$ cat src/rtl/key_conditioner_pkg.sv
// key_conditioner_pkg: shared repeat-FSM state, 720p timing defaults and a counter-width helper.
package key_conditioner_pkg;
  typedef enum logic [1:0] {RELEASED, HELD, REPEATING} rep_state_e;
  localparam int PIX_CLK_HZ = 74_250_000;
  localparam int DEB_CYCLES_720P = PIX_CLK_HZ / 50;
  localparam int REPEAT_DELAY_720P = PIX_CLK_HZ / 2;
  localparam int REPEAT_PERIOD_720P = PIX_CLK_HZ / 10;
  function automatic int cnt_width(int v);
    return $clog2(v < 2 ? 2 : v);
  endfunction
endpackage

$ cat src/rtl/key_debounce_ch.sv
// key_debounce_ch: one key channel - 2-flop synchroniser, debounce, press/release pulses and auto-repeat FSM.
module key_debounce_ch
  import key_conditioner_pkg::*;
#(
  parameter int DEB_CYCLES = DEB_CYCLES_720P,
  parameter int REPEAT_DELAY = REPEAT_DELAY_720P,
  parameter int REPEAT_PERIOD = REPEAT_PERIOD_720P,
  parameter bit KEY_ACTIVE_LOW = 1'b0
) (
  input  logic clk,
  input  logic Rst,
  input  logic key_in,
  output logic key_level,
  output logic key_press,
  output logic key_release,
  output logic key_repeat,
  output logic press_nxt
);
  localparam int DW = cnt_width(DEB_CYCLES);
  localparam int HW = cnt_width(REPEAT_DELAY > REPEAT_PERIOD ? REPEAT_DELAY : REPEAT_PERIOD);
  localparam logic [DW-1:0] DEB_LAST = DW'(DEB_CYCLES - 1);
  localparam logic [HW-1:0] DEL_LAST = HW'(REPEAT_DELAY - 1);
  localparam logic [HW-1:0] PER_LAST = HW'(REPEAT_PERIOD - 1);
  logic s1_q, s2_q, level_q, level_d, press_q, press_d, rel_q, rel_d, rep_q, rep_d;
  logic sample, flip;
  logic [DW-1:0] cnt_q, cnt_d;
  logic [HW-1:0] hold_q, hold_d;
  rep_state_e st_q, st_d;
  always_comb begin
    sample = s2_q ^ KEY_ACTIVE_LOW;
    flip = (sample != level_q) && (cnt_q == DEB_LAST);
    cnt_d = (sample == level_q || flip) ? '0 : cnt_q + 1'b1;
    level_d = level_q ^ flip;
    press_d = flip & ~level_q;
    rel_d = flip & level_q;
    st_d = st_q;
    hold_d = hold_q + 1'b1;
    rep_d = 1'b0;
    if (rel_d) begin
      st_d = RELEASED;
      hold_d = '0;
    end else if (press_d) begin
      st_d = HELD;
      hold_d = '0;
    end else begin
      case (st_q)
        RELEASED: hold_d = '0;
        HELD: begin
          // a zero delay parks the channel in HELD with the counter idle
          if (REPEAT_DELAY == 0) hold_d = '0;
          else if (hold_q == DEL_LAST) begin
            rep_d = 1'b1;
            hold_d = '0;
            st_d = REPEATING;
          end
        end
        REPEATING: begin
          if (hold_q == PER_LAST) begin
            rep_d = 1'b1;
            hold_d = '0;
          end
        end
        default: begin
          st_d = RELEASED;
          hold_d = '0;
        end
      endcase
    end
  end
  always_ff @(posedge clk or negedge Rst) begin
    if (!Rst) begin
      s1_q <= KEY_ACTIVE_LOW;
      s2_q <= KEY_ACTIVE_LOW;
      level_q <= 1'b0;
      press_q <= 1'b0;
      rel_q <= 1'b0;
      rep_q <= 1'b0;
      cnt_q <= '0;
      hold_q <= '0;
      st_q <= RELEASED;
    end else begin
      s1_q <= key_in;
      s2_q <= s1_q;
      level_q <= level_d;
      press_q <= press_d;
      rel_q <= rel_d;
      rep_q <= rep_d;
      cnt_q <= cnt_d;
      hold_q <= hold_d;
      st_q <= st_d;
    end
  end
  assign key_level = level_q;
  assign key_press = press_q;
  assign key_release = rel_q;
  assign key_repeat = rep_q;
  assign press_nxt = press_d;
endmodule

$ cat src/rtl/key_conditioner.sv
// key_conditioner: NUM_KEYS debounced key channels plus a key_any flag registered alongside key_press.
module key_conditioner
  import key_conditioner_pkg::*;
#(
  parameter int NUM_KEYS = 2,
  parameter int DEB_CYCLES = DEB_CYCLES_720P,
  parameter int REPEAT_DELAY = REPEAT_DELAY_720P,
  parameter int REPEAT_PERIOD = REPEAT_PERIOD_720P,
  parameter bit KEY_ACTIVE_LOW = 1'b0
) (
  input  logic                clk,
  input  logic                Rst,
  input  logic [NUM_KEYS-1:0] key_in,
  output logic [NUM_KEYS-1:0] key_level,
  output logic [NUM_KEYS-1:0] key_press,
  output logic [NUM_KEYS-1:0] key_release,
  output logic [NUM_KEYS-1:0] key_repeat,
  output logic                key_any
);
  logic [NUM_KEYS-1:0] press_nxt;
  logic any_q, any_d;
  for (genvar k = 0; k < NUM_KEYS; k++) begin : g_ch
    key_debounce_ch #(
      .DEB_CYCLES(DEB_CYCLES),
      .REPEAT_DELAY(REPEAT_DELAY),
      .REPEAT_PERIOD(REPEAT_PERIOD),
      .KEY_ACTIVE_LOW(KEY_ACTIVE_LOW)
    ) u_ch (
      .clk(clk),
      .Rst(Rst),
      .key_in(key_in[k]),
      .key_level(key_level[k]),
      .key_press(key_press[k]),
      .key_release(key_release[k]),
      .key_repeat(key_repeat[k]),
      .press_nxt(press_nxt[k])
    );
  end
  // built from the channels' next-press terms so it lands on the same edge as key_press
  always_comb any_d = |press_nxt;
  always_ff @(posedge clk or negedge Rst) begin
    if (!Rst) any_q <= 1'b0;
    else any_q <= any_d;
  end
  assign key_any = any_q;
endmodule

$ cat config.mk
export PLATFORM = sky130hd
export DESIGN_NAME = key_conditioner
export DESIGN_NICKNAME = d
export VERILOG_FILES = /design/src/rtl/key_conditioner_pkg.sv /design/src/rtl/key_debounce_ch.sv /design/src/rtl/key_conditioner.sv
export SDC_FILE = /design/constraint.sdc
export NUM_CORES = 1
export LEC_CHECK = 0
export CELL_PAD_IN_SITES_DETAIL_PLACEMENT = 1
export CELL_PAD_IN_SITES_GLOBAL_PLACEMENT = 1
export CORE_MARGIN = 5
export CORE_UTILIZATION = 45
export CTS_BUF_LIST = sky130_fd_sc_hd__clkbuf_16
export CTS_CLUSTER_DIAMETER = 200
export DETAILED_ROUTE_END_ITERATION = 10
export PLACE_DENSITY = 0.78
export RECOVER_POWER = 25
export SETUP_SLACK_MARGIN = 0.15
export SYNTH_ARGS = -nofsm -noshare
export SYNTH_HDL_FRONTEND = slang
export SYNTH_SLANG_ARGS = --single-unit
$ cat constraint.sdc
create_clock -name clk -period 2.7 [get_ports clk]
set_input_delay 0.405 -clock clk [delete_from_list [all_inputs] [get_ports clk]]
set_output_delay 0.405 -clock clk [all_outputs]
set_load 0.01 [all_outputs]
==> results of run 1 <==
## synth_stat cells, types with 3 or more instances
library cell	count
nor2_2	20
xnor2_1	45
clkbuf_1	3
nand3_1	36
a21oi_1	3
and2_1	4
nor4_1	13
inv_1	15
and3_1	9
a211oi_1	3
xor2_1	43
nor2_1	84
or4_1	3
dfrtp_1	111
buf_2	4
nand2_1	35
or3_1	3
and4_1	8
or4b_1	3
nand4_1	25
ha_1	12
nor4b_1	6
nor3b_1	7
buf_4	8
nor3_1	23
nor4bb_1	4
## power by group through the flow
stage	sequential, W	combinational (W)	clock [W]
global placement	0.00171	0.0000680	0
global route	0.00168	0.0000790	0.00155
finish	0.00168	0.0000666	0.00143
CTS	0.00168	0.0000715	0.00148
detailed placement	0.00171	0.0000700	0
floorplan	0.00171	0.0000217	0
## through the flow
stage                     setup slack (ps)  cell area (um2)  total power [W]
after floorplan                        606             5730          0.00173
after global placement                 452             5980          0.00178
after detailed placement               374             5980          0.00178
after CTS                              363             6320          0.00323
after global routing                   114             6310          0.00332
final                                  354             6310          0.00318
## sequential cells by signal (all words and copies together), names as in the netlist, named ones only
register,cells
g_ch.u_ch.key_repeat,2
key_any,1
g_ch.u_ch.hold_q,52
g_ch.u_ch.cnt_q,42
g_ch.u_ch.key_release,2
g_ch.u_ch.key_press,2
g_ch.u_ch.st_q,4
g_ch.u_ch.s2_q,2
g_ch.u_ch.s1_q,2
## cell families (layout without fill, tap and decap cells)
logic type,Yosys count,count (layout),synth area share
simple gates,303,303,0.289
flops,111,111,0.485
xor+xnor,88,88,0.135
buf+inv,34,50,0.0350
compound gates,18,18,0.0262
fa+ha+maj,12,12,0.0262
mux,2,2,0.00393
## layer usage
metal  wire (um)  GRT usage  up-vias  part of all wire
met2        6470      0.319       24              0.52
li1            -          -     1980                 -
met1        5550      0.229     2099              0.45
met4         151     0.0567        0             0.012
met5           0          0        -                 0
met3         237     0.0396        9             0.019
## timing repair
item	in CTS	in global routing
hold buffers	1	0
buffers inserted	0	0
setup endpoints to repair	0	0
endpoints found under the hold margin	28	0
## cell type report
cell class	count	area, um2	share of cell area
Inverter	15	56.3	0.00892
Clock buffer	9	225	0.0357
Multi-Input combinational cell	423	2750	0.435
Timing Repair Buffer	19	194	0.0307
Clock inverter	7	96.3	0.0153
Sequential cell	111	2780	0.440
Tap cell	172	215	0.0341
## worst paths after layout
| kind | start | endpoint | slack [ps] | cells past startpoint |
|---|---|---|---|---|
| worst max-delay path | g_ch[0].u_ch.hold_q[0]$_DFF_PN0_ | g_ch[0].u_ch.hold_q[10]$_DFF_PN0_ | 350 | 7 |
| worst max register to register | g_ch[0].u_ch.hold_q[0]$_DFF_PN0_ | g_ch[0].u_ch.hold_q[10]$_DFF_PN0_ | 350 | 7 |
| worst min-delay path | g_ch[0].u_ch.s1_q$_DFF_PN0_ | g_ch[0].u_ch.s2_q$_DFF_PN0_ | 360 | 0 |
| min in group asynchronous | Rst | g_ch[1].u_ch.hold_q[18]$_DFF_PN0_ | 1030 | 2 |
| worst min register to register | g_ch[0].u_ch.s1_q$_DFF_PN0_ | g_ch[0].u_ch.s2_q$_DFF_PN0_ | 360 | 0 |
| max in group asynchronous | Rst | g_ch[0].u_ch.hold_q[1]$_DFF_PN0_ | 510 | 3 |
## critical path, stage by stage, from the launching register on
cell	delay [ps]
dfrtp_1	460
ha_1	220
nor4bb_1	290
nand4_1	210
o41ai_1	470
a221o_1	200
buf_4	270
nor2_1	100
==> reports/qor.csv, run 1 <==
stage;metric;value;unit
final_layout;nets;595;
clock_network;worst-case clock buffer depth;2;
route;initial DRC count;203;
clock_network;H-tree levels;3;
grt;initial antenna violation count;0;
synthesis;Ys Warns;0;
grt;Tot GR Track Use;0.184;
synthesis;mapped cell area;5730;um2
synthesis;register area share after synthesis;0.485;
final_layout;share of post-route cells with drive strength above 1;0.0959;
timing;setup violators final;0;
final_layout;non-filler cells in the finished layout;756;
timing;Setup TNS;0;ps
floorplanning;Starting Density;0.456;
critical_path;Data required, critical path;2930;ps
floorplanning;Cell Rows;41;
place;I/O Buffers;12;
synthesis;Synth Flop Type;dfrtp_1;
final_layout;P&R area growth vs syn;10.2;%
timing;Worst Skew;10.5;ps
timing;Max-slew headroom;-0.135;
timing;Final Hold Viols;0;
synthesis;synthesized area per cell;10.1;um2
timing;Fmax achieved;426;MHz
clock_network;CTS tree;built;
grt;vias in the first global route;4529;
timing;Final period util;0.869;
route;DR DRC count;0;
floorplanning;num ports;13;
synthesis;post-synth top area share;0.485;
status;failing checks;capacitance limit, slew limit;
route;via-per-instance ratio;5.44;
critical_path;CP arrival;2580;ps
power_and_ir_drop;sw frac;0.212;
flow_run;# Max-Cap Violations;1;
timing;Slew Viols, Final;30;
floorplanning;DIE HEIGHT;123;um
synthesis;Post-Syn Instances;568;
timing;fin crit period;2350;ps
synthesis;Yosys cell types;55;
grt;Overflow after GRT;0;
place;routability cong.;0.775;
route;WL per Instance;16.4;um
clock_network;clk slew on worst S/H paths;70;ps
final_layout;most common cell after layout, fill and taps aside;dfrtp_1;
timing;worst hold slack;355;ps
worst_hold_path;type of the most critical hold path;reg -> reg;
route;first-pass iteration count of the detailed router;4;
status;outcome;complete, but fails checks;
route;Routed WL;12400;um
synthesis;FF+latch count, synth;111;
power_and_ir_drop;Clk network pwr share;0.450;
synthesis;cell taking the most area after synthesis;dfrtp_1;
clock_network;post_cts resized;0;
synthesis;synth top area cells;dfrtp_1 (49%), xnor2_1 (6.9%), xor2_1 (6.6%), nor2_1 (5.5%), nand3_1 (3.1%);
power_and_ir_drop;Sw Pwr;0.000675;W
route;final antenna-violating net count;0;
power_and_ir_drop;Pint;0.00250;W
clock_network;CTS root buf;clkbuf_16;
floorplanning;Die Wd;123;um
route;detailed-route via count;4112;
grt;largest net degree at the start of global routing;58;
floorplanning;core area;12600;um2
clock_network;total CTS buffers;9;
clock_network;Clock Sinks;111;
critical_path;worst-path maximum fanout;26;
power_and_ir_drop;Logic pwr share;0.021;
critical_path;Setup crit end kind;flop;
critical_path;Worst Setup Start Kind;flop;
final_layout;final core occ;0.502;
power_and_ir_drop;worst vdd ir;0.378;mV
grt;global-route wire length before repair;22000;um
place;Placed Cells incl. Taps;739;
final_layout;Fillers;1427;
place;hpwl dp;8810;um
final_layout;n_diodes;0;
critical_path;WS Path Type;reg -> reg;
synthesis;asr flop ratio synth;1.00;
floorplanning;die area;15100;um2
clock_network;insertion delay to the later sink of the worst-skew pair;350;ps
synthesis;syn_nets;584;
timing;RSZ-0062 raised after global routing;no;
power_and_ir_drop;Lkg Pwr;2.40;nW
power_and_ir_drop;PD cells;503;nW/um2
synthesis;number of synthesized flops with an enable pin;0;
power_and_ir_drop;sequential fraction of design power;0.529;
final_layout;commonest cells after routing, fill and taps aside;dfrtp_1 (111), nor2_1 (84), xnor2_1 (45);
timing;Worst-Margin Slew;1700;ps
Note: power is estimated with default switching activity, not from simulation.
==> inputs of run 2 (changes only) <==
--- a/config.mk
+++ b/config.mk
@@ -11,10 +11,12 @@
 export CORE_UTILIZATION = 45
 export CTS_BUF_LIST = sky130_fd_sc_hd__clkbuf_16
 export CTS_CLUSTER_DIAMETER = 200
+export CTS_CLUSTER_SIZE = 20
 export DETAILED_ROUTE_END_ITERATION = 10
 export PLACE_DENSITY = 0.78
 export RECOVER_POWER = 25
 export SETUP_SLACK_MARGIN = 0.15
+export SKIP_LAST_GASP = 1
 export SYNTH_ARGS = -nofsm -noshare
 export SYNTH_HDL_FRONTEND = slang
 export SYNTH_SLANG_ARGS = --single-unit
==> results of run 2 <==
Same layout as run 1: the final DEF is identical, and so are final timing and power.
==> inputs of run 3 (changes only) <==
--- a/config.mk
+++ b/config.mk
@@ -13,7 +13,7 @@
 export CTS_CLUSTER_DIAMETER = 200
 export CTS_CLUSTER_SIZE = 20
 export DETAILED_ROUTE_END_ITERATION = 10
-export PLACE_DENSITY = 0.78
+export PLACE_DENSITY_LB_ADDON = 0.2
 export RECOVER_POWER = 25
 export SETUP_SLACK_MARGIN = 0.15
 export SKIP_LAST_GASP = 1
==> reports/qor.csv, run 3 (synthesis gave the netlist of run 1 again) <==
stage;metric;value;unit;change
status;outcome;finished clean;;
timing;Final period util;0.882;;+0.0131
critical_path;worst-path maximum fanout;26;;unchanged
final_layout;most common cell after layout, fill and taps aside;dfrtp_1;;
clock_network;Clock Sinks;111;;unchanged
grt;grt met3 use;0.0387;;-0.000922
final_layout;final core occ;0.498;;-0.00428
timing;fin crit period;2380;ps;+35.4 ps
critical_path;CP arrival;2630;ps;+50 ps
power_and_ir_drop;Sw Pwr;0.000680;W;+0.80%
clock_network;CTS tree;built;;
floorplanning;Starting Density;0.456;;unchanged
clock_network;H-tree levels;3;;unchanged
critical_path;Setup crit end kind;flop;;
floorplanning;core area;12600;um2;unchanged
final_layout;Largest regs;g_ch.u_ch.hold_q: 52 flops, g_ch.u_ch.cnt_q: 42 flops, g_ch.u_ch.st_q: 4 flops;;
grt;GR Layer Usage met1;0.240;;+0.0111
grt;vias in the first global route;4560;;+0.68%
timing;setup violators final;0;;unchanged
place;I/O Buffers;12;;unchanged
power_and_ir_drop;worst vdd ir;0.346;mV;-8.5%
timing;Final Hold Viols;0;;unchanged
worst_hold_path;type of the most critical hold path;in -> async;;
power_and_ir_drop;Pint;0.00231;W;-7.5%
timing;Fmax achieved;420;MHz;-1.5%
timing;Max-slew headroom;0.185;;+0.319
grt;global-route wire length before repair;22300;um;+1.2%
grt;initial antenna violation count;0;;unchanged
timing;Worst Skew;8.17;ps;-2.33 ps
floorplanning;Cell Rows;41;;unchanged
power_and_ir_drop;Lkg Pwr;2.39;nW;-0.20%
floorplanning;Die Wd;123;um;unchanged
clock_network;insertion delay to the later sink of the worst-skew pair;360;ps;about the same
timing;Worst-Margin Slew;1220;ps;-479 ps
clock_network;worst-case clock buffer depth;2;;unchanged
flow_run;# Max-Cap Violations;0;;-1
place;routability cong.;0.773;;-0.25%
final_layout;Largest register FFs;52;;unchanged
timing;Setup TNS;0;ps;unchanged
route;DR DRC count;0;;unchanged
timing;Slew Viols, Final;0;;-100%
floorplanning;DIE HEIGHT;123;um;unchanged
final_layout;P&R area growth vs syn;9.31;%;
critical_path;Data required, critical path;2940;ps;about the same
final_layout;post-route cell area;6260;um2;-0.85%
grt;Top Usage Layer GRT;met2;;
grt;largest net degree at the start of global routing;49;;-16%
clock_network;clk slew on worst S/H paths;80;ps;about the same
grt;GR Layer Usage met2;0.312;;-0.00752
grt;Tot GR Track Use;0.185;;+0.00132
grt;Overflow after GRT;0;;unchanged
final_layout;n_diodes;0;;unchanged
final_layout;share of post-route cells with drive strength above 1;0.0991;;+0.00325
route;detailed-route via count;4146;;+0.83%
power_and_ir_drop;Clk network pwr share;0.417;;-0.033
final_layout;largest register by flop count;g_ch.u_ch.hold_q;;
floorplanning;num ports;13;;unchanged
power_and_ir_drop;Logic pwr share;0.022;;about the same
clock_network;hold buffer count at cts;0;;-1
clock_network;total CTS buffers;9;;unchanged
final_layout;commonest cells after routing, fill and taps aside;dfrtp_1 (111), nor2_1 (84), xnor2_1 (45);;
route;via-per-instance ratio;5.48;;+0.69%
power_and_ir_drop;sequential fraction of design power;0.561;;+0.032
power_and_ir_drop;PD cells;479;nW/um2;-4.9%
route;WL per Instance;16.6;um;+0.80%
route;first-pass iteration count of the detailed router;4;;unchanged
place;hpwl dp;8880;um;+0.72%
power_and_ir_drop;sw frac;0.227;;+0.0147
floorplanning;die area;15100;um2;unchanged
critical_path;Worst Setup Start Kind;flop;;
route;initial DRC count;172;;-15%
route;final antenna-violating net count;0;;unchanged
place;DP Area;6000;um2;+0.25%
route;Routed WL;12500;um;+0.93%
clock_network;CTS root buf;clkbuf_16;;
final_layout;nets;596;;+0.17%
critical_path;WS Path Type;reg -> reg;;
timing;RSZ-0062 raised after global routing;no;;
[run 3: path summary, 6_finish.rpt]
| check | start | to | slack [ps] | depth (start not counted) |
|---|---|---|---|---|
| max | g_ch[1].u_ch.hold_q[0]$_DFF_PN0_ | g_ch[1].u_ch.hold_q[3]$_DFF_PN0_ | 320 | 7 |
| min | Rst | g_ch[1].u_ch.hold_q[11]$_DFF_PN0_ | 280 | 1 |
| max reg2reg | g_ch[1].u_ch.hold_q[0]$_DFF_PN0_ | g_ch[1].u_ch.hold_q[3]$_DFF_PN0_ | 320 | 7 |
| min reg2reg | g_ch[0].u_ch.s1_q$_DFF_PN0_ | g_ch[0].u_ch.s2_q$_DFF_PN0_ | 360 | 0 |
| max in group asynchronous | Rst | g_ch[0].u_ch.cnt_q[13]$_DFF_PN0_ | 960 | 2 |
| min in group clk | g_ch[0].u_ch.s1_q$_DFF_PN0_ | g_ch[0].u_ch.s2_q$_DFF_PN0_ | 360 | 0 |
[run 3: cell type report]
type                            count  area, um2
Inverter                           15       56.3
Fill cell                        1408       6310
Clock inverter                      7       47.5
Sequential cell                   111       2780
Timing Repair Buffer               20        189
Multi-Input combinational cell    423       2750
Clock buffer                        9        225
Tap cell                          172        215
[run 3: through the flow]
step | total power, W | cells | hold WS [ps] | worst slack, ps
after CTS | 0.00305 | 757 | 82.7 | 324
after global placement | 0.00178 | 741 | 335 | 429
after detailed placement | 0.00179 | 741 | 342 | 345
after global routing | 0.00312 | 757 | 369 | 158
after floorplan | 0.00173 | 568 | 109 | 606
final | 0.00300 | 757 | 283 | 318
[run 3: routing by layer]
metal,part of all wire,vias up
met5,0,-
met4,0.016,0
met3,0.024,13
met2,0.50,36
met1,0.46,2106
li1,-,1991
[run 3: worst max-delay path, cell delays in order, from the launching register on]
cell and delay [ps]:
dfrtp_1 470, ha_1 300, nor4bb_1 340, nand4_1 240
o31a_1 400, o221ai_4 200, buf_12 230, nor2_1 80
[run 3: timing repair]
item                                    in CTS  in global routing
endpoints found under the setup margin       0                  1
buffers inserted                             0                  0
resized for setup                            0                  1
hold endpoints to repair                     0                  0
[run 3: power groups by stage]
stage / clock network, W / registers (W) / logic [W]
3_3_place_gp: 0 / 0.00171 / 0.0000712
6_report: 0.00125 / 0.00168 / 0.0000666
2_1_floorplan: 0 / 0.00171 / 0.0000217
4_1_cts: 0.00130 / 0.00168 / 0.0000746
5_1_grt: 0.00136 / 0.00168 / 0.0000801
3_5_place_dp: 0 / 0.00171 / 0.0000743
==> RTL change, RTL diff (flow settings as in run 2) <==
The output `key_any` loses its register stage (`any_q` becomes a continuous assignment).
--- a/src/rtl/key_conditioner.sv
+++ b/src/rtl/key_conditioner.sv
@@ -38,10 +38,7 @@
   end
   // built from the channels' next-press terms so it lands on the same edge as key_press
   always_comb any_d = |press_nxt;
-  always_ff @(posedge clk or negedge Rst) begin
-    if (!Rst) any_q <= 1'b0;
-    else any_q <= any_d;
-  end
+  assign any_q = any_d;
   assign key_any = any_q;
 endmodule
 
Formal check against the unedited RTL: same outputs for any inputs over 10 cycles, from zero or initial values and one cycle with Rst low; that may be too few to reach the edited logic, so the function may still have changed.
==> RTL change against run 2 <==
The run still ends with max-capacitance violations, max-slew violations left; setup slack got worse by 0.18 ns; clock power down 7%; routed wire length rose by 6.5%; first-iteration DRC count decreased by 0.99%; final area rose by 2.1%; total power is 3.6% lower; sequential cell count fell by 1; synthesized area down 0.44%; non-clock buffer count increased by 18; die area down 0.40%.
==> RTL change: results (changes against run 2) <==
outcome -> finished, violations left
failing checks -> max-capacitance violations, max-slew violations
peak supply drop -> 274 uV (-28%)
post-synthesis cell type count -> 55 (unchanged)
Synth Area in Compound Gates -> 0.0263 (+0.000115)
first-pass detailed-route iteration total -> 4 (unchanged)
largest fanout on the critical path -> 3 (-88%)
largest cells by area after synthesis -> dfrtp_1, xnor2_1, xor2_1
commonest cells in the netlist -> dfrtp_1, nor2_1, xnor2_1
clk slew on worst S/H paths -> 0.07 ns (about the same)
crit path DAT -> 2.12 ns (-0.46 ns)
Post-Place Setup Slack -> 0.0167 ns (-0.357 ns)
initial DRC count -> 201 (-0.99%)
Max Cap Viol -> 1 (unchanged)
post-synthesis sequential area ratio -> 0.483 (-0.00226)
LEAKAGE -> 2.48 nW (+3.4%)
initial antenna violation count -> 0 (unchanged)
clock-net power -> 1.33 mW (-7%)
adder-cell share of the synthesized area -> 0.0263 (+0.000115)
YS warnings -> 0 (unchanged)
Rel. slew slack -> -0.397 (-0.263)
share of cells above drive strength 1 -> 0.135 (+0.0389)
Final Net Count -> 612 (+2.9%)
Fillers -> 1425 (-0.14%)
gr usage total -> 0.193 (+0.00867)
Clock Skew -> 0.00811 ns (-0.00239 ns)
worst skew pair latency -> 0.36 ns
CTS Buffer Depth -> 2 (unchanged)
global-route wire length before repair -> 22900 um (+3.9%)
register share of total power -> 0.544 (+0.015)
Synth Area in XOR/XNOR -> 0.135 (+0.000591)
H-tree lvl count -> 3 (unchanged)
Mapped Nets -> 583 (-0.17%)
Switch Pwr -> 676 uW (+0.21%)
hold_sp -> g_ch[0].u_ch.s1_q$_DFF_PN0_
placed inst area -> 6080 um2 (+1.5%)
post-synthesis mux area share -> 0.00395 (+0.0000173)
via count -> 4244 (+3.2%)
vias in the first global route -> 4573 (+0.97%)
Critical Path Source -> g_ch[0].u_ch.cnt_q[16]$_DFF_PN0_
Final Max Slew Viols -> 36 (+20%)
PD cells -> 475 nW/um2 (-5.6%)
placer congestion estimate -> 0.802 (+3.5%)
PortBufs -> 12 (unchanged)
DR WL/cell -> 17.1 um (+4.2%)
largest net degree at the start of global routing -> 51 (-12%)
worst r2r src -> g_ch[1].u_ch.hold_q[0]$_DFF_PN0_
clock root buffer -> clkbuf_16
hpwl dp -> 9110 um (+3.4%)
[RTL change: what timing repair did]
| action | CTS | global route |
|---|---|---|
| buffers inserted | 3 | 2 |
| pin swaps | 7 | 5 |
| endpoints found under the setup margin | 1 | 1 |
| gates resized for setup | 9 | 3 |
[RTL change: worst paths after layout]
check	cells past startpoint	to	slack, ns
worst min register to register	0	g_ch[0].u_ch.s2_q$_DFF_PN0_	0.36
worst max register to register	7	g_ch[1].u_ch.hold_q[3]$_DFF_PN0_	0.36
worst max-delay path	7	key_any	0.17
min in group asynchronous	1	g_ch[1].u_ch.hold_q[19]$_DFF_PN0_	0.65
max in group asynchronous	2	g_ch[0].u_ch.hold_q[10]$_DFF_PN0_	0.77
worst min-delay path	0	g_ch[0].u_ch.s2_q$_DFF_PN0_	0.36
[RTL change: worst max-delay path, cell delays in order (launching register included)]
cell      delay [ns]
dfrtp_1         0.41
nor4bb_4        0.29
nand2_1         0.13
or3_4           0.39
nor3b_2         0.17
buf_4           0.15
or2_1           0.10
buf_2           0.12
[RTL change: metrics by stage]
stage,instances,util,power [mW]
finish,773,0.515,3.06
global route,773,0.515,3.18
CTS,771,0.513,3.10
detailed placement,752,0.486,1.77
global placement,752,0.486,1.77
floorplan,567,-,1.72
[RTL change: layout make-up]
class                           instances  area (um2)  share of cell area
Sequential cell                       110        2750               0.427
Multi-Input combinational cell        423        2790               0.434
Inverter                               15        56.3             0.00874
Clock buffer                            9         225              0.0349
Timing Repair Buffer                   37         334              0.0518
Clock inverter                          7        67.6              0.0105
Tap cell                              172         215              0.0334
[RTL change: metal layers]
layer,track usage,vias to the layer above,wire [um]
met1,0.248,2163,5940
met4,0.0805,0,289
met5,0,-,0
li1,-,2013,-
met2,0.323,46,6710
met3,0.0313,22,287
